==> config.mk <==
export PLATFORM = sky130hd
export DESIGN_NAME = muldiv_unit
export DESIGN_NICKNAME = d
export VERILOG_FILES = /design/src/rtl/muldiv_pkg.sv /design/src/rtl/muldiv_signfix.sv /design/src/rtl/muldiv_unit.sv
export SDC_FILE = /design/constraint.sdc
export NUM_CORES = 1
export LEC_CHECK = 0
export CORE_MARGIN = 3
export CORE_UTILIZATION = 45
export DETAILED_ROUTE_END_ITERATION = 8
export PLACE_DENSITY = 0.67
export SYNTH_ARGS = -nofsm -noshare
export SYNTH_HDL_FRONTEND = slang
export SYNTH_SLANG_ARGS = --single-unit
==> constraint.sdc <==
create_clock -name clk -period 3.8 [get_ports clk]
set_input_delay 0.95 -clock clk [delete_from_list [all_inputs] [get_ports clk]]
set_output_delay 0.95 -clock clk [all_outputs]
set_load 0.005 [all_outputs]
==> src/rtl/muldiv_pkg.sv <==
// ---------------------------------------------------------------------------
// muldiv_pkg
//   Shared definitions for the iterative multiply/divide unit:
//   operation encodings, FSM state constants, the divide-by-zero
//   quotient fill bit, and small op-decode helpers.
// ---------------------------------------------------------------------------
package muldiv_pkg;

   // Operation encodings as driven on muldiv_unit.op
   localparam logic [1:0] OP_MULTU = 2'b00;
   localparam logic [1:0] OP_MULT  = 2'b01;
   localparam logic [1:0] OP_DIVU  = 2'b10;
   localparam logic [1:0] OP_DIV   = 2'b11;

   // FSM state encoding
   typedef logic [1:0] state_t;
   localparam state_t S_IDLE = 2'd0;
   localparam state_t S_RUN  = 2'd1;
   localparam state_t S_FIX  = 2'd2;

   // Divide by zero leaves an all-ones quotient in LO. The package has no
   // width, so the fill bit is kept here and replicated by the user.
   localparam logic DIV0_LO_FILL = 1'b1;

   // op[1] selects divide, op[0] selects signed
   function automatic logic op_is_div(input logic [1:0] op);
      return op[1];
   endfunction

   function automatic logic op_is_signed(input logic [1:0] op);
      return op[0];
   endfunction

endpackage

==> src/rtl/muldiv_signfix.sv <==
// ---------------------------------------------------------------------------
// muldiv_signfix
//   Combinational conditional two's-complement negate. WIDE=0 works on a
//   WIDTH-bit value, WIDE=1 on a 2*WIDTH-bit value. Used for operand
//   magnitudes at load time and for sign correction of results.
//
//   Ports:
//     neg   in   1   negate din when set, pass through otherwise
//     din   in   N   value (N = WIDTH or 2*WIDTH)
//     dout  out  N   din or -din
// ---------------------------------------------------------------------------
module muldiv_signfix
   import muldiv_pkg::*;
#(
   parameter  int WIDTH = 32,
   parameter  bit WIDE  = 1'b0,
   localparam int N     = WIDE ? 2 * WIDTH : WIDTH
) (
   input  logic         neg,
   input  logic [N-1:0] din,
   output logic [N-1:0] dout
);

   assign dout = neg ? (~din + N'(1)) : din;

endmodule

==> src/rtl/muldiv_unit.sv <==
// ---------------------------------------------------------------------------
// muldiv_unit
//   Iterative radix-2 multiply/divide unit owning the HI/LO register pair.
//   MULT/MULTU use shift-add, DIV/DIVU use restoring division; both work on
//   operand magnitudes and apply sign correction in a final FIX cycle.
//
//   Ports:
//     clk, reset   clock, synchronous active-high reset
//     start        request an operation (sampled only in IDLE)
//     op           00 MULTU, 01 MULT, 10 DIVU, 11 DIV
//     a, b         rs / rt operands
//     hi_we, lo_we MTHI / MTLO write enables (honoured only when not busy)
//     wdata        MTHI / MTLO data
//     busy         operation in progress
//     done         one-cycle pulse: new HI/LO valid this cycle
//     div0         qualified by done: last op was a divide by zero
//     hi, lo       architectural HI / LO
//
//   Handshake: start is a request with no ready; it is accepted exactly when
//   it is high on a clock edge while busy=0, and ignored otherwise (no
//   queueing). busy rises the cycle after acceptance and stays high until the
//   result is written; done pulses for one cycle with busy=0, at which point
//   a new start can be accepted immediately.
// ---------------------------------------------------------------------------
module muldiv_unit
   import muldiv_pkg::*;
#(
   parameter  int WIDTH = 32,
   localparam int CNTW  = $clog2(WIDTH) + 1
) (
   input  logic             clk,
   input  logic             reset,
   input  logic             start,
   input  logic [1:0]       op,
   input  logic [WIDTH-1:0] a,
   input  logic [WIDTH-1:0] b,
   input  logic             hi_we,
   input  logic             lo_we,
   input  logic [WIDTH-1:0] wdata,
   output logic             busy,
   output logic             done,
   output logic             div0,
   output logic [WIDTH-1:0] hi,
   output logic [WIDTH-1:0] lo
);

   state_t             state;
   logic [CNTW-1:0]    count;
   logic [1:0]         op_q;
   logic               neg_q;      // negate product / quotient
   logic               neg_r;      // negate remainder (dividend sign)
   logic               bzero_q;
   logic [WIDTH-1:0]   opb;        // |b|: multiplicand or divisor

   // Multiply: acc = {partial sum, remaining multiplier bits}.
   // Divide:   acc = {partial remainder, dividend bits / quotient bits}.
   logic [2*WIDTH-1:0] acc;

   // ---------------- operand magnitudes at load ----------------
   logic             a_neg, b_neg;
   logic [WIDTH-1:0] a_mag, b_mag;

   assign a_neg = op_is_signed(op) & a[WIDTH-1];
   assign b_neg = op_is_signed(op) & b[WIDTH-1];

   muldiv_signfix #(.WIDTH(WIDTH), .WIDE(1'b0)) u_amag (
      .neg  (a_neg),
      .din  (a),
      .dout (a_mag)
   );

   muldiv_signfix #(.WIDTH(WIDTH), .WIDE(1'b0)) u_bmag (
      .neg  (b_neg),
      .din  (b),
      .dout (b_mag)
   );

   // ---------------- one multiply step ----------------
   logic [WIDTH:0]     mul_sum;
   logic [2*WIDTH-1:0] mul_next;

   assign mul_sum  = {1'b0, acc[2*WIDTH-1:WIDTH]}
                   + {1'b0, (acc[0] ? opb : {WIDTH{1'b0}})};
   // Carry-out lands in the top bit as the whole accumulator shifts right.
   assign mul_next = {mul_sum, acc[WIDTH-1:1]};

   // ---------------- one restoring-divide step ----------------
   logic [WIDTH:0]     div_shift;
   logic [WIDTH:0]     div_diff;
   logic               div_ge;
   logic [WIDTH-1:0]   div_rem;
   logic [2*WIDTH-1:0] div_next;

   // Next dividend bit leaves the top of the low half as quotient bits
   // enter at the bottom.
   assign div_shift = {acc[2*WIDTH-1:WIDTH], acc[WIDTH-1]};
   assign div_diff  = div_shift - {1'b0, opb};
   assign div_ge    = (div_shift >= {1'b0, opb});
   assign div_rem   = div_ge ? div_diff[WIDTH-1:0] : div_shift[WIDTH-1:0];
   assign div_next  = {div_rem, acc[WIDTH-2:0], div_ge};

   // ---------------- sign correction for FIX ----------------
   logic [2*WIDTH-1:0] prod_s;
   logic [WIDTH-1:0]   quo_s, rem_s;

   muldiv_signfix #(.WIDTH(WIDTH), .WIDE(1'b1)) u_prod (
      .neg  (neg_q),
      .din  (acc),
      .dout (prod_s)
   );

   muldiv_signfix #(.WIDTH(WIDTH), .WIDE(1'b0)) u_quo (
      .neg  (neg_q),
      .din  (acc[WIDTH-1:0]),
      .dout (quo_s)
   );

   // With b==0 the divide loop leaves |a| as the remainder, so correcting
   // it with the dividend sign restores the original a for HI.
   muldiv_signfix #(.WIDTH(WIDTH), .WIDE(1'b0)) u_rem (
      .neg  (neg_r),
      .din  (acc[2*WIDTH-1:WIDTH]),
      .dout (rem_s)
   );

   assign busy = (state != S_IDLE);

   // ---------------- state and registers ----------------
   always_ff @(posedge clk) begin
      if (reset) begin
         state   <= S_IDLE;
         count   <= '0;
         op_q    <= OP_MULTU;
         neg_q   <= 1'b0;
         neg_r   <= 1'b0;
         bzero_q <= 1'b0;
         opb     <= '0;
         acc     <= '0;
         hi      <= '0;
         lo      <= '0;
         done    <= 1'b0;
         div0    <= 1'b0;
      end else begin
         done <= 1'b0;
         case (state)
            S_IDLE: begin
               if (hi_we) hi <= wdata;
               if (lo_we) lo <= wdata;
               if (start) begin
                  acc     <= {{WIDTH{1'b0}}, a_mag};
                  opb     <= b_mag;
                  op_q    <= op;
                  neg_q   <= a_neg ^ b_neg;
                  neg_r   <= a_neg;
                  bzero_q <= (b == '0);
                  count   <= CNTW'(WIDTH);
                  div0    <= 1'b0;
                  state   <= S_RUN;
               end
            end
            S_RUN: begin
               acc   <= op_is_div(op_q) ? div_next : mul_next;
               count <= count - CNTW'(1);
               if (count == CNTW'(1)) state <= S_FIX;
            end
            S_FIX: begin
               if (op_is_div(op_q)) begin
                  hi <= rem_s;
                  if (bzero_q) begin
                     lo   <= {WIDTH{DIV0_LO_FILL}};
                     div0 <= 1'b1;
                  end else begin
                     lo <= quo_s;
                  end
               end else begin
                  {hi, lo} <= prod_s;
               end
               done  <= 1'b1;
               state <= S_IDLE;
            end
            default: state <= S_IDLE;
         endcase
      end
   end

endmodule

# ---- Word level (Yosys, flattened, before mapping)
# Cells that the tools add are included.
dict set report word_totals {
  in_bits 103
  output_inout_bits 67
  word_cells 76
  reg_bits 175
}
dict set report op_classes {
  mux 27
  reduce_logical 11
  n_lt_le_gt_ge 1
  n_eq_ne 9
  bitwise 8
  add_sub_neg 8
}
# operator count
set ops {}
lappend ops {{2-to-1 mux 32 bit} 11}
lappend ops {{2-to-1 mux 64 bit} 3}
lappend ops {{adder 32 x 1 -> 32 bit, second input constant} 4}
lappend ops {{inverter 32 bit} 4}
lappend ops {{case mux 32 bit (2 select lines)} 2}
lappend ops {{case mux 64 bit (2 select lines)} 1}
lappend ops {{adder 64 x 1 -> 64 bit, second input constant} 1}
lappend ops {{inverter 64 bit} 1}
lappend ops {{adder 32 x 32 -> 33 bit} 1}
lappend ops {{>= comparator 33 x 32 -> 1 bit} 1}
lappend ops {{logical NOT 32 bit} 1}
lappend ops {{subtractor 32 bit} 1}
lappend ops {{inequality test 2 bit, second input constant} 6}
lappend ops {{case mux 6 bit (2 select lines)} 1}
lappend ops {{AND reduction 2 bit} 5}
lappend ops {{== test 6 x 1 -> 1 bit, second input constant} 1}
lappend ops {{2-to-1 mux 6 bit} 1}
lappend ops {{nonzero test 2 bit} 3}
lappend ops {{subtractor 6 x 1 -> 6 bit, second input constant} 1}
lappend ops {{2-to-1 mux 1 bit} 4}
lappend ops {{2-to-1 mux 2 bit} 2}
lappend ops {{case mux 2 bit (2 select lines)} 1}
lappend ops {{AND reduction 4 bit} 1}
lappend ops {{AND 1 bit} 2}
lappend ops {{5 further kinds} 5}

# ---- Longest topological paths before layout
# Gate-level depths: netlist of the first run.
dict set report depth {
  word_depth 6
  mapped_depth 15
  depth_no_buf 14
}

# ---- Cells and area by module
# From an unflattened synthesis of the first run, not the netlist that was laid out.
dict set report hier_totals {
  cells_unflattened 2154
  hier_area_um2 16544.6
}
# module cells_each n_inst seq_area_each_um2 area_each_um2
set by_module_without_submodules {}
lappend by_module_without_submodules {muldiv_unit 1561 1 3483.3 11906.4}
lappend by_module_without_submodules {{muldiv_signfix (u_amag ...)} 99 4 0.0 777.0}
lappend by_module_without_submodules {{muldiv_signfix (u_prod)} 197 1 0.0 1530.2}

# ---- Worst setup path before layout of the first run
# OpenSTA, ideal clock, no wires.
dict set report synth_path {
  kind {in2reg}
  from {input b[8]}
  to {register opb[27]}
  stages 8
  path_slack_ps 432
  path_buffers 0
  required_ps 3714
  setup_ps 86
  arrival_ps 3283
  path_cell_list {or4_4 -> or4_1 -> or4_4 -> nor3_4 -> nand2_1 -> o41ai_1 -> xor2_1 -> a211oi_1}
}
dict set report synth_between {
  elab_chain_cells 3
}
# item line_no
set synth_rtl {}
lappend synth_rtl {{from (decl)} muldiv_unit.sv:36} ;# input logic [WIDTH-1:0] b,
lappend synth_rtl {{inverter 32 bit} muldiv_signfix.sv:24} ;# assign dout = neg ? (~din + N'(1)) : din;
lappend synth_rtl {{adder 32 x 1 -> 32 bit} muldiv_signfix.sv:24}
lappend synth_rtl {{2-to-1 mux 32 bit} muldiv_signfix.sv:24}
lappend synth_rtl {{to (signal assigned)} muldiv_unit.sv:151} ;# opb <= b_mag;
lappend synth_rtl {{to (decl)} muldiv_unit.sv:53} ;# logic [WIDTH-1:0] opb;
# No other way between the ends.
# A chain may end at the register's enable or synchronous reset.

# ---- Worst setup path after layout of the first run
dict set report layout_path {
  from {register opb[1]}
  to {register acc[54]}
}
dict set report layout_between {
  elab_chain_cells 4
  elab_cells_between_ends 7
  cone_classes {2 x add/sub; 1 x order compare; 4 x mux}
}
# item line_no
set layout_rtl {}
lappend layout_rtl {{2-to-1 mux 32 bit, or another cell as far along} muldiv_unit.sv:83} ;# + {1'b0, (acc[0] ? opb : {WIDTH{1'b0}})};
lappend layout_rtl {{adder 32 x 32 -> 33 bit / 2-to-1 mux 32 bit (equally long branches)} {muldiv_unit.sv:83, muldiv_unit.sv:99}}
lappend layout_rtl {{2-to-1 mux 64 bit (*)} muldiv_unit.sv:162} ;# acc <= op_is_div(op_q) ? div_next : mul_next;
lappend layout_rtl {{case mux 64 bit (2 select lines) (*)} muldiv_unit.sv:145} ;# case (state)
lappend layout_rtl {{to (signal assigned)} muldiv_unit.sv:150} ;# acc <= {{WIDTH{1'b0}}, a_mag};
lappend layout_rtl {{to (signal assigned)} muldiv_unit.sv:162}
lappend layout_rtl {{to (decl)} muldiv_unit.sv:57} ;# logic [2*WIDTH-1:0] acc;
# Every way passes the cells marked *; elsewhere a longest branch is shown, timed or not.

==> out/results.ini, run 1 <==
[worst_setup_path]
crit_buf_inv=2
crit_fanout=3
max_stage_delay_ps=650
crit_type=flop to flop
crit_slowest_cell=or4b_2
worst_r2r_path_depth=13
startpoint_type=flop
crit_cells=13
worstPathRequired_ps=4100
crit_chain=inv_1 > fa_1 > a211oi_1 > o211ai_1 > nand3_1 > or4b_2 > buf_4 > nand4_1 > nand2_1 > a21oi_1 > xnor2_1 > a221oi_1 > o21ai_0
endpoint_kind=flop
critical_path.top_delay_family=compound AO/OA/AOI/OAI gates
worstPathArrival_ps=3790

[sta]
maxSlewHeadroom_pct=47.5
maxSlewViolCount=0
hold_viol_final=0
hold_ws_ps=456
finClkSkew_ps=15.3
setup_violations=0
worst_pin_slew_ps=788
rsz0062_at_grt=false
max_freq_mhz=287
period_needed_ps=3490
final.period_utilization_pct=91.8

[layout]
nets=2153
n_antenna_cell=0
nFillCells=2816
final_cells=2381
drive_gt1_share_pct=8.19
area_growth_pct=22.8

[synth]
synth.distinct_cells=75
ys_seq_elements=174
syn_area_um2=13700
yosys.area_share.xor_xnor_pct=10.6
synth_top_area_cell=dfxtp_1
synth_top_family_by_area=compound AO/OA/AOI/OAI gates
avgSynthCellArea_um2=7.55
synth_mux_area_share_pct=3.68
synth_cells=1813
syn-num-nets=1988
ys.flop_type=dfxtp_1
synth_compound_area_share_pct=28.7
synth-simple-area-share_pct=19.9
async_flop_share_pct=0
ys_top_cells_by_area=dfxtp_1 (25%), ha_1 (6.4%), xnor2_1 (6.3%), nor2_1 (6.2%), a211oi_1 (5.9%)
synth_fa_ha_area_share_pct=6.69
yosys_warnings=0
yosysSeqAreaShare_pct=25.5
yosys.area.top_type_share_pct=25.5
synth_edf_count=0

[cts]
cts.htree.levels=4
numCtsBuffers=17
cts_tree=built
cts.sinks=174
cts_hold_buf=0
clk_latency_ps=450
root_buffer=clkbuf_16
cts_max_path_buffers=2
clk_pin_slew_ps=80

[global_route]
gr-total-overflow=0
use_met3_pct=5.29
grt_pass1_wl_mm=73.8
gr-max-usage-layer=met2
grt_max_degree=138
gr-usage-met1_pct=40.5
grt_use_total_pct=27.8
first_global_vias=13200
met2_usage_pct=41.5
antenna_found_initial=0

[die]
core_um2=29800
row_count=63
die-area_um2=32500
fp.dieH_um=180
io_pins=170
start_util_pct=45.9
die_w_um=180

[worst_hold_path]
min_path_cells=2
hp-class=flop to flop

[placed_design]
hpwl_mm=36.3
gp_congestion=0.935
place_inst=2349
portBuffers=169

[drt]
drtPass1Iterations=8
drt-initial-drc-count=1293
via_per_inst=6.02
drc_errors=0
routed_wl_mm=47.0
wire_per_inst_um=19.7
vias=14300
postRouteAntennaNets=0

[job]
drv_cap=0

[power]
peakVddDrop_v=0.000286
p_per_area_nw_per_um2=337
p_leak_uw=0.00653

[status]
outcome=finished, final reports clean

## layer usage
metal | vias to the layer above | wire, um
li1 | 6969 | -
met1 | 6726 | 21800
met2 | 570 | 20300
met3 | 76 | 3530
met4 | 0 | 1310
met5 | - | 0
## worst paths after layout
check        endpoint     from  slack [ps]
min reg2reg   opb[31]  opb[31]         460
max           acc[54]   opb[1]         310
max reg2reg   acc[54]   opb[1]         310
min           opb[31]  opb[31]         460
## power breakdown
group	leakage (uW)	total, uW	switching, uW	internal (uW)
registers	0.00143	2130	162	1960
clock network	0.000296	1840	940	900
logic	0.00481	1700	966	735
## flip-flops by register name (all words and copies together) (netlist names), 2 cells and up
name,cells
count,6
state,2
lo,32
hi,32
acc,64
opb,32
## final cells by class
class	instances	area, um2	share of cell area, %
inverter	66	248	1.47
clock inverter	15	181	1.08
sequential	174	3480	20.7
timing repair buffer	260	2430	14.4
multi-input combinational	1459	9550	56.8
clock buffer	17	425	2.53
tap	390	488	2.90
## worst min-delay path, cell delays in order (launching register included)
cell and delay (ps):
dfxtp_1 310, nand2_1 50, a21oi_1 50
## cells by family after synthesis
group / Yosys count
flip-flops: 174
AO/OA/AOI/OAI: 592
buffers and inverters: 180
adder cells (fa/ha/maj): 72
XOR/XNOR: 165
AND/OR/NAND/NOR: 580
multiplexers: 50
## cells in the mapped netlist (11+ instances only)
library cell and number:
a22oi_1 17, a211oi_1 107, nor2_1 225, a2111oi_0 11, buf_1 12, xnor2_1 98
a21o_1 32, or4_1 14, o221ai_1 26, nor4_1 13, nand3_1 25, and2_1 11
xor2_1 67, a311oi_1 16, dfxtp_1 174, inv_1 66, ha_1 70, a21oi_1 152
a31oi_1 16, or3_1 20, nand2b_1 14, o31ai_1 25, nand2_1 158, mux2i_1 47
o21ai_0 99, nor3_1 29, nor2b_1 22, clkbuf_1 98
## cells in the final DEF, fill, tap and decap left out, types with 26 or more instances in the layout
cell type,instances
a211oi_1,107
a21oi_1,151
a21o_1,32
xnor2_1,98
ha_1,70
clkdlybuf4s50_1,168
nor2_1,224
mux2i_1,47
xor2_1,67
o21ai_0,99
dfxtp_1,173
nand2_1,157
o221ai_1,26
inv_1,66
nor3_1,28
buf_4,87
## stage by stage
| stage | TNS [ps] | cell area [um2] | util [%] | total power (uW) | setup WS (ps) |
|---|---|---|---|---|---|
| finish | 0 | 16800 | 56.4 | 5670 | 312 |
| global route | 0 | 16800 | 56.4 | 5940 | 47.0 |
| CTS | 0 | 16800 | 56.4 | 5660 | 269 |
| detailed placement | -370 | 16200 | 54.3 | 3830 | -120 |
| global placement | -158 | 16200 | 54.3 | 3810 | -84.0 |
| floorplan | 0 | 13700 | - | 3170 | 432 |
## what timing repair did
item                       CTS  global route
resized for setup            0             3
setup buffers                0             0
setup endpoints to repair    0             4
No activity file was read; power rests on OpenSTA's default activity.
==> inputs of run 2 (changes only) <==
--- a/config.mk
+++ b/config.mk
@@ -9,6 +9,7 @@
 export CORE_UTILIZATION = 45
 export DETAILED_ROUTE_END_ITERATION = 8
 export PLACE_DENSITY = 0.67
+export REMOVE_ABC_BUFFERS = 1
 export SYNTH_ARGS = -nofsm -noshare
 export SYNTH_HDL_FRONTEND = slang
 export SYNTH_SLANG_ARGS = --single-unit
==> run 2 against run 1 <==
First-iteration DRC count decreased by 17%; global-route usage fell by 1.0 points; die area unchanged; sequential power barely moved; core utilization is 0.14 points lower; final area fell by 0.25%; critical path type unchanged.
==> out/results.ini, run 2 (synthesized netlist as in run 1, its figures left out) <==
[power]
p_seq_share_pct=37.9
p_leak_uw=0.00649
power_frac_comb_pct=30.1
power_frac_clock_pct=32.0
p_switching_uw=2000
p_sw_share_pct=35.8
p_int_uw=3590
p_per_area_nw_per_um2=333
peakVddDrop_v=0.000325

[global_route]
grt_max_degree=69
gr-total-overflow=0
met2_usage_pct=43.3
grt_pass1_wl_mm=72.4
use_met3_pct=3.23
grt_use_total_pct=26.8
gr-usage-met1_pct=37.6
gr-max-usage-layer=met2
first_global_vias=13600
antenna_found_initial=0

[die]
start_util_pct=45.9
fp.dieH_um=180
die-area_um2=32500
core_um2=29800
io_pins=170
die_w_um=180
row_count=63

[layout]
nFillCells=2844
largest_register_ffs=64
multi_input_area_um2=9570
layout_common_cells=nor2_1 (222), dfxtp_1 (172), clkdlybuf4s50_1 (168)
register_area_um2=3490
final_core_util_pct=56.2
nets=2148
regMostFlops=acc
final_common_cell=nor2_1
area_growth_pct=22.5
drive_gt1_share_pct=8.21
n_antenna_cell=0

[sta]
maxSlewViolCount=0
maxSlewHeadroom_pct=35.8
setup_violations=0
hold_viol_final=0
finalWorstSetupSlack_ps=184
final.period_utilization_pct=95.2
rsz0062_at_grt=false
worst_pin_slew_ps=962
max_freq_mhz=277
period_needed_ps=3620
finClkSkew_ps=17.0

[worst_setup_path]
setup.worst_path.start=acc[31]
startpoint_type=flop
crit_type=flop to flop
max_stage_delay_ps=650
crit_chain=inv_1 > ha_1 > inv_1 > fa_1 > a211oi_2 > o211ai_1 > nand3_1 > or4b_2 > a21oi_1 > buf_4 > o21ai_0 > o21ai_0 > xor2_1 > a211oi_1 > a211o_1
worstPathRequired_ps=4130
reg2reg_from=acc[31]
crit_slowest_cell=or4b_2
worstPathArrival_ps=3950
endpoint_kind=flop
crit_fanout=3

[drt]
via_per_inst=6.02
drtPass1Iterations=5
drc_errors=0
wire_per_inst_um=19.0
drt-initial-drc-count=1072
vias=14300
postRouteAntennaNets=0
routed_wl_mm=45.1

[cts]
clk_latency_ps=450
post_cts_buffers=0
root_buffer=clkbuf_16
cts.htree.levels=4
cts_tree=built
cts_max_path_buffers=2
numCtsBuffers=17
clk_pin_slew_ps=80
cts.sinks=174

[placed_design]
preCtsSetupSlack_ps=-278
hpwl_mm=34.3
portBuffers=169
gp_congestion=0.969

[status]
outcome=finished, final reports clean

[job]
drv_cap=0

[worst_hold_path]
holdCritStartpoint=lo[3]
hp-class=flop to flop

==> run 2: critical path, delay by kind of cell (launching register included) <==
family | cells | cell delay [ps]
and+or+nand+nor | 2 | 780
adders and majority gates | 2 | 580
xor gates and xnor gates | 1 | 250
DFF | 1 | 400
buffers and inverters | 3 | 300
AOI/OAI and AO/OA | 7 | 1180
==> run 2: cell type report <==
class / count / share of cell area (%)
tap: 390 / 2.91
multi-input combinational: 1459 / 57.1
clock inverter: 15 / 1.03
sequential: 174 / 20.8
timing repair buffer: 255 / 14.2
clock buffer: 17 / 2.54
inverter: 66 / 1.48
==> run 2: power groups by stage <==
| stage | Clock [uW] | Sequential (uW) | Combinational [uW] |
|---|---|---|---|
| 2_1_floorplan | 0 | 2130 | 996 |
| 3_3_place_gp | 0 | 2150 | 1620 |
| 3_5_place_dp | 0 | 2160 | 1650 |
| 4_1_cts | 1800 | 2120 | 1660 |
| 5_1_grt | 1870 | 2140 | 1840 |
| 6_report | 1790 | 2120 | 1680 |
==> run 2: repair_timing <==
item / CTS / global route
hold buffers: 0 / 0
gates resized for setup: 0 / 7
endpoints found under the setup margin: 0 / 6
==> run 2: metrics by stage <==
step | cells | cell area, um2 | total power [uW] | hold WS [ps] | setup TNS, ps
6_report | 2376 | 16800 | 5590 | 454 | 0
5_1_grt | 2376 | 16800 | 5850 | 468 | 0
4_1_cts | 2376 | 16700 | 5580 | 458 | 0
3_5_place_dp | 2344 | 16100 | 3810 | 447 | -1590
3_3_place_gp | 2344 | 16100 | 3780 | 439 | -1100
2_1_floorplan | 1699 | 13200 | 3120 | 426 | -14800
==> run 2: metal layers <==
layer / up-vias / wire, um
met5: - / 0
met4: 0 / 1160
met3: 73 / 2960
met2: 560 / 20500
met1: 6744 / 20500
li1: 6934 / -
==> run 2: final timing paths <==
kind	depth (start not counted)	to	slack (ps)
setup / recovery	15	acc[62]	180
hold / removal	2	lo[3]	450
setup reg to reg	15	acc[62]	180
hold reg to reg	2	lo[3]	450
==> inputs of run 3 (changes only) <==
--- a/config.mk
+++ b/config.mk
@@ -8,7 +8,7 @@
 export CORE_MARGIN = 3
 export CORE_UTILIZATION = 45
 export DETAILED_ROUTE_END_ITERATION = 8
-export PLACE_DENSITY = 0.67
+export PLACE_DENSITY = 0.74
 export REMOVE_ABC_BUFFERS = 1
 export SYNTH_ARGS = -nofsm -noshare
 export SYNTH_HDL_FRONTEND = slang
==> run 3 against run 2 <==
Final area about the same; global-route usage decreased by 0.56 points; combinational power about the same; clock-buffer cell count unchanged; first-iteration DRC count increased by 27%; non-clock buffer count decreased by 1; clock power increased by 8%; die area unchanged; register-to-register slack improved by 50 ps; core utilization about the same.
==> out/results.ini, run 3 (synthesized netlist as in run 1, its figures left out) <==
[status]
outcome=finished, final reports clean

[power]
power_frac_clock_pct=33.7
p_per_area_nw_per_um2=341
p_seq_share_pct=37.1
peakVddDrop_v=0.000290
p_leak_uw=0.00650
p_sw_share_pct=35.9
power_frac_comb_pct=29.2
p_switching_uw=2050
p_int_uw=3670

[global_route]
grt_pass1_wl_mm=70.6
first_global_vias=13300
antenna_found_initial=0
gr-total-overflow=0
grt_use_total_pct=26.2
grt_max_degree=89

[layout]
n_antenna_cell=0
final_common_cell=nor2_1
multi_input_area_um2=9570
nets=2147
final_cells=2375
largest_register_ffs=64
area_growth_pct=22.5
register_area_um2=3480
drive_gt1_share_pct=8.06
nFillCells=2789
regMostFlops=acc
layout_common_cells=nor2_1 (223), dfxtp_1 (173), clkdlybuf4s50_1 (168)

[worst_setup_path]
worstPathRequired_ps=4160
reg2reg_from=acc[0]
crit_fanout=5
max_stage_delay_ps=510
endpoint_kind=flop
crit_chain=clkdlybuf4s50_1 > nor4_2 > nand2_1 > or4_1 > or4_1 > nor2_1 > and3_1 > nor2b_1 > nor2_1 > xnor2_1 > a211oi_1
worstPathArrival_ps=3990
r2r_slack_ps=230
worst_r2r_path_depth=14
startpoint_type=input port
crit_slowest_cell=or4_1
reg2reg_to=acc[61]
crit_type=input port to flop

[placed_design]
gp_congestion=0.910
preCtsSetupSlack_ps=-323
portBuffers=169
place_inst=2343
hpwl_mm=34.2

[drt]
drtPass1Iterations=6
routed_wl_mm=45.0
wire_per_inst_um=19.0
postRouteAntennaNets=0
via_per_inst=6.07
drt-initial-drc-count=1359
drc_errors=0
vias=14400

[cts]
cts_tree=built
cts_resized=0
clk_latency_ps=450
cts_hold_buf=0
numCtsBuffers=17
cts_max_path_buffers=2
root_buffer=clkbuf_16
cts.htree.levels=4
clk_pin_slew_ps=80
cts.sinks=174
post_cts_buffers=0

[sta]
final.period_utilization_pct=95.6
maxSlewViolCount=0
hold_ws_ps=458
finalWorstSetupSlack_ps=165
max_freq_mhz=275
rsz0062_at_grt=false
period_needed_ps=3630
hold_viol_final=0
setup_violations=0
worst_pin_slew_ps=983
finClkSkew_ps=22.3
maxSlewHeadroom_pct=34.5
setup_tns_ps=0

[die]
start_util_pct=45.9
core_um2=29800
row_count=63
die-area_um2=32500
fp.dieH_um=180
io_pins=170
die_w_um=180

[worst_hold_path]
holdCritStartpoint=lo[3]
hp-class=flop to flop
min_path_cells=2
holdPathEnd=lo[3]

[job]
drv_cap=0

[run 3: changes by cell type in the layout (fill, tap and decap cells not counted), sizes merged]
cell	change
clkinv	-5
inv	+4
buf	-1
bufinv	+1
[run 3: layout make-up]
class	count	area share, %
multi-input combinational	1459	57.0
sequential	174	20.8
timing repair buffer	254	14.0
tap	390	2.91
clock buffer	17	2.54
inverter	66	1.48
clock inverter	15	1.21
[run 3: layer usage]
| layer | vias to the layer above | track usage (%) | share of wire [%] |
|---|---|---|---|
| met1 | 6786 | 35.2 | 43 |
| met3 | 71 | 3.88 | 7.1 |
| met4 | 0 | 7.89 | 2.5 |
| met5 | - | 0 | 0 |
| li1 | 6953 | - | - |
| met2 | 599 | 43.8 | 47 |
[run 3: through the flow]
stage                     total power [uW]  utilization [%]  area, um2
after detailed placement              3790             54.1      16100
after global placement                3760             54.1      16100
after floorplan                       3120                -      13200
after CTS                             5700             56.2      16700
after global routing                  5970             56.3      16800
final                                 5720             56.3      16800
[run 3: power by group through the flow]
stage | sequential [uW] | clock (uW) | combinational [uW]
2_1_floorplan | 2130 | 0 | 996
3_3_place_gp | 2160 | 0 | 1610
3_5_place_dp | 2160 | 0 | 1630
4_1_cts | 2120 | 1930 | 1640
5_1_grt | 2140 | 2000 | 1820
6_report | 2120 | 1930 | 1670
[run 3: how the worst max path moves through the flow]
| stage | startpoint | endpoint | slack, ps | depth (start not counted) |
|---|---|---|---|---|
| 3_3_place_gp | b[4] | opb[28] | -250 | 11 |
| 6_report | b[4] | opb[28] | 170 | 11 |
| 2_1_floorplan | state[1] | lo[0] | -400 | 4 |
| 3_5_place_dp | b[4] | opb[28] | -320 | 11 |
| 5_1_grt | b[4] | opb[28] | 20 | 11 |
| 4_1_cts | b[4] | opb[28] | 130 | 11 |
[run 3: critical path: cells and delay by family]
| kind | cells | cell delay (ps) |
|---|---|---|
| xor+xnor | 1 | 150 |
| simple gates | 8 | 2240 |
| compound gates | 1 | 220 |
| buf+inv | 1 | 430 |
==> variant (settings of run 2) <==
`WIDTH` is set to 32 in 2 places; all go to 16.
--- a/src/rtl/muldiv_signfix.sv
+++ b/src/rtl/muldiv_signfix.sv
@@ -12,7 +12,7 @@
 module muldiv_signfix
    import muldiv_pkg::*;
 #(
-   parameter  int WIDTH = 32,
+   parameter  int WIDTH = 16,
    parameter  bit WIDE  = 1'b0,
    localparam int N     = WIDE ? 2 * WIDTH : WIDTH
 ) (
--- a/src/rtl/muldiv_unit.sv
+++ b/src/rtl/muldiv_unit.sv
@@ -25,7 +25,7 @@
 module muldiv_unit
    import muldiv_pkg::*;
 #(
-   parameter  int WIDTH = 32,
+   parameter  int WIDTH = 16,
    localparam int CNTW  = $clog2(WIDTH) + 1
 ) (
    input  logic             clk,
Interface: changed (5 resized); port bits go from 170 to 90. No check against the original RTL was run, so the function may have changed too.
==> variant against run 2 <==
Wire length fell by 55%. Cell area fell by 50%. Critical path depth fell by 6. Setup slack improved by 0.56 ns. Sequential cell count fell by 81. Global-route usage fell by 3.8 points. Power fell by 47%. Synthesized area fell by 47%. Utilization fell by 1.7 points. Die area fell by 46%. Sequential share of layout area rose by 1.3 points.
==> variant: results (changes against run 2) <==
Synth
  – Distinct cell type count after synthesis: 73 (-2.7%)
  – Most numerous cell types in the synthesized netlist: sky130_fd_sc_hd__nor2_1 (120), sky130_fd_sc_hd__dfxtp_1 (93), sky130_fd_sc_hd__a21oi_1 (84), sky130_fd_sc_hd__nand2_1 (63), sky130_fd_sc_hd__a211oi_1 (52)
  – Post-Synth XOR/XNOR Area: 8.523% (-2.0 points)
  – Fraction of synthesized area in multiplexers: 3.949% (+0.26 points)

Drt
  – Length of routed met3 wiring: 1160 microns (-61%)
  – DR vias/cell: 5.838 (-3.1%)
  – Met2 wirelength from detailed routing: 8645 microns (-58%)
  – Routed metal-1 wire length: 10080 microns (-51%)

GRT
  – Largest net degree at the start of global routing: 78 (+13%)
  – Global Route met3 Usage: 3.384% (+0.15 points)
  – Fraction of met1 tracks used by global routing: 33.80% (-3.8 points)
  – Fraction of met2 tracks used by global routing: 34.32% (-9.0 points)

Cells and area
  – Final Net Count: 1086 (-49%)
  – Number of fill cells: 1560 (-45%)

Worst hold path
  – Startpoint of the lowest-slack hold path: lo[7]

STA
  – Largest clock skew in the final design: 0.01384 ns (-0.003119 ns)

Clock network
  – Total clock buffers created by CTS: 9 (-8)
  – Worst-Skew Late Latency: 0.36 ns (-0.09 ns)

Placement
  – Post-detail-place hpwl: 15580 microns (-55%)
  – Placer's final routability congestion estimate: 0.9060 (-6.5%)

Pwr
  – Leakage power: 3.172 nW (-51%)
  – Switching power summed over all nets: 1.034 mW (-48%)
  – Power drawn by the combinational cells: 0.899 mW (-46%)

Setup path
  – Worst reg2reg startpoint: acc[0]
  – Data arrival time of the critical path: 3.29 ns (-0.66 ns)
  – Setup slack, reg-to-reg: 0.74 ns (+0.56 ns)

Run status
  – Run status: complete, no violations
==> variant: logic make-up (layout without fill, tap and decap cells) <==
| logic type | count (synthesis) | in the layout |
|---|---|---|
| multiplexers | 28 | 28 |
| AO/OA/AOI/OAI | 305 | 305 |
| adder cells (fa/ha/maj) | 40 | 40 |
| XOR/XNOR | 70 | 70 |
| flip-flops | 93 | 93 |
| buffers and inverters | 95 | 158 |
| AND/OR/NAND/NOR | 302 | 302 |
==> variant: critical path, stage by stage, from the launching register on <==
cell	delay, ns
sky130_fd_sc_hd__dfxtp_1	0.41
sky130_fd_sc_hd__inv_1	0.42
sky130_fd_sc_hd__ha_1	0.24
sky130_fd_sc_hd__or3b_2	0.51
sky130_fd_sc_hd__nor3_1	0.17
sky130_fd_sc_hd__a21oi_1	0.24
sky130_fd_sc_hd__nor2b_1	0.26
sky130_fd_sc_hd__a31oi_1	0.15
sky130_fd_sc_hd__xnor2_1	0.17
sky130_fd_sc_hd__a2111oi_0	0.37
==> variant: cell type report <==
class / instances / area share (%)
Clock buffer: 9 / 2.675
Clock inverter: 7 / 0.7729
Inverter: 38 / 1.694
Multi-Input combinational cell: 745 / 57.74
Sequential cell: 93 / 22.12
Tap cell: 211 / 3.136
Timing Repair Buffer: 104 / 11.86
==> variant: per-stage QoR <==
step / hold slack, ns / cells / worst slack [ns] / total power, mW / utilization (%)
2_1_floorplan: 0.4248 / 876 / 0.9596 / 1.721 / -
3_3_place_gp: 0.4401 / 1191 / 0.3901 / 2.046 / 52.68
3_5_place_dp: 0.4487 / 1191 / 0.3747 / 2.055 / 52.68
4_1_cts: 0.4598 / 1207 / 0.7566 / 2.961 / 54.57
5_1_grt: 0.4808 / 1207 / 0.4926 / 3.115 / 54.57
6_report: 0.4569 / 1207 / 0.7425 / 2.951 / 54.57
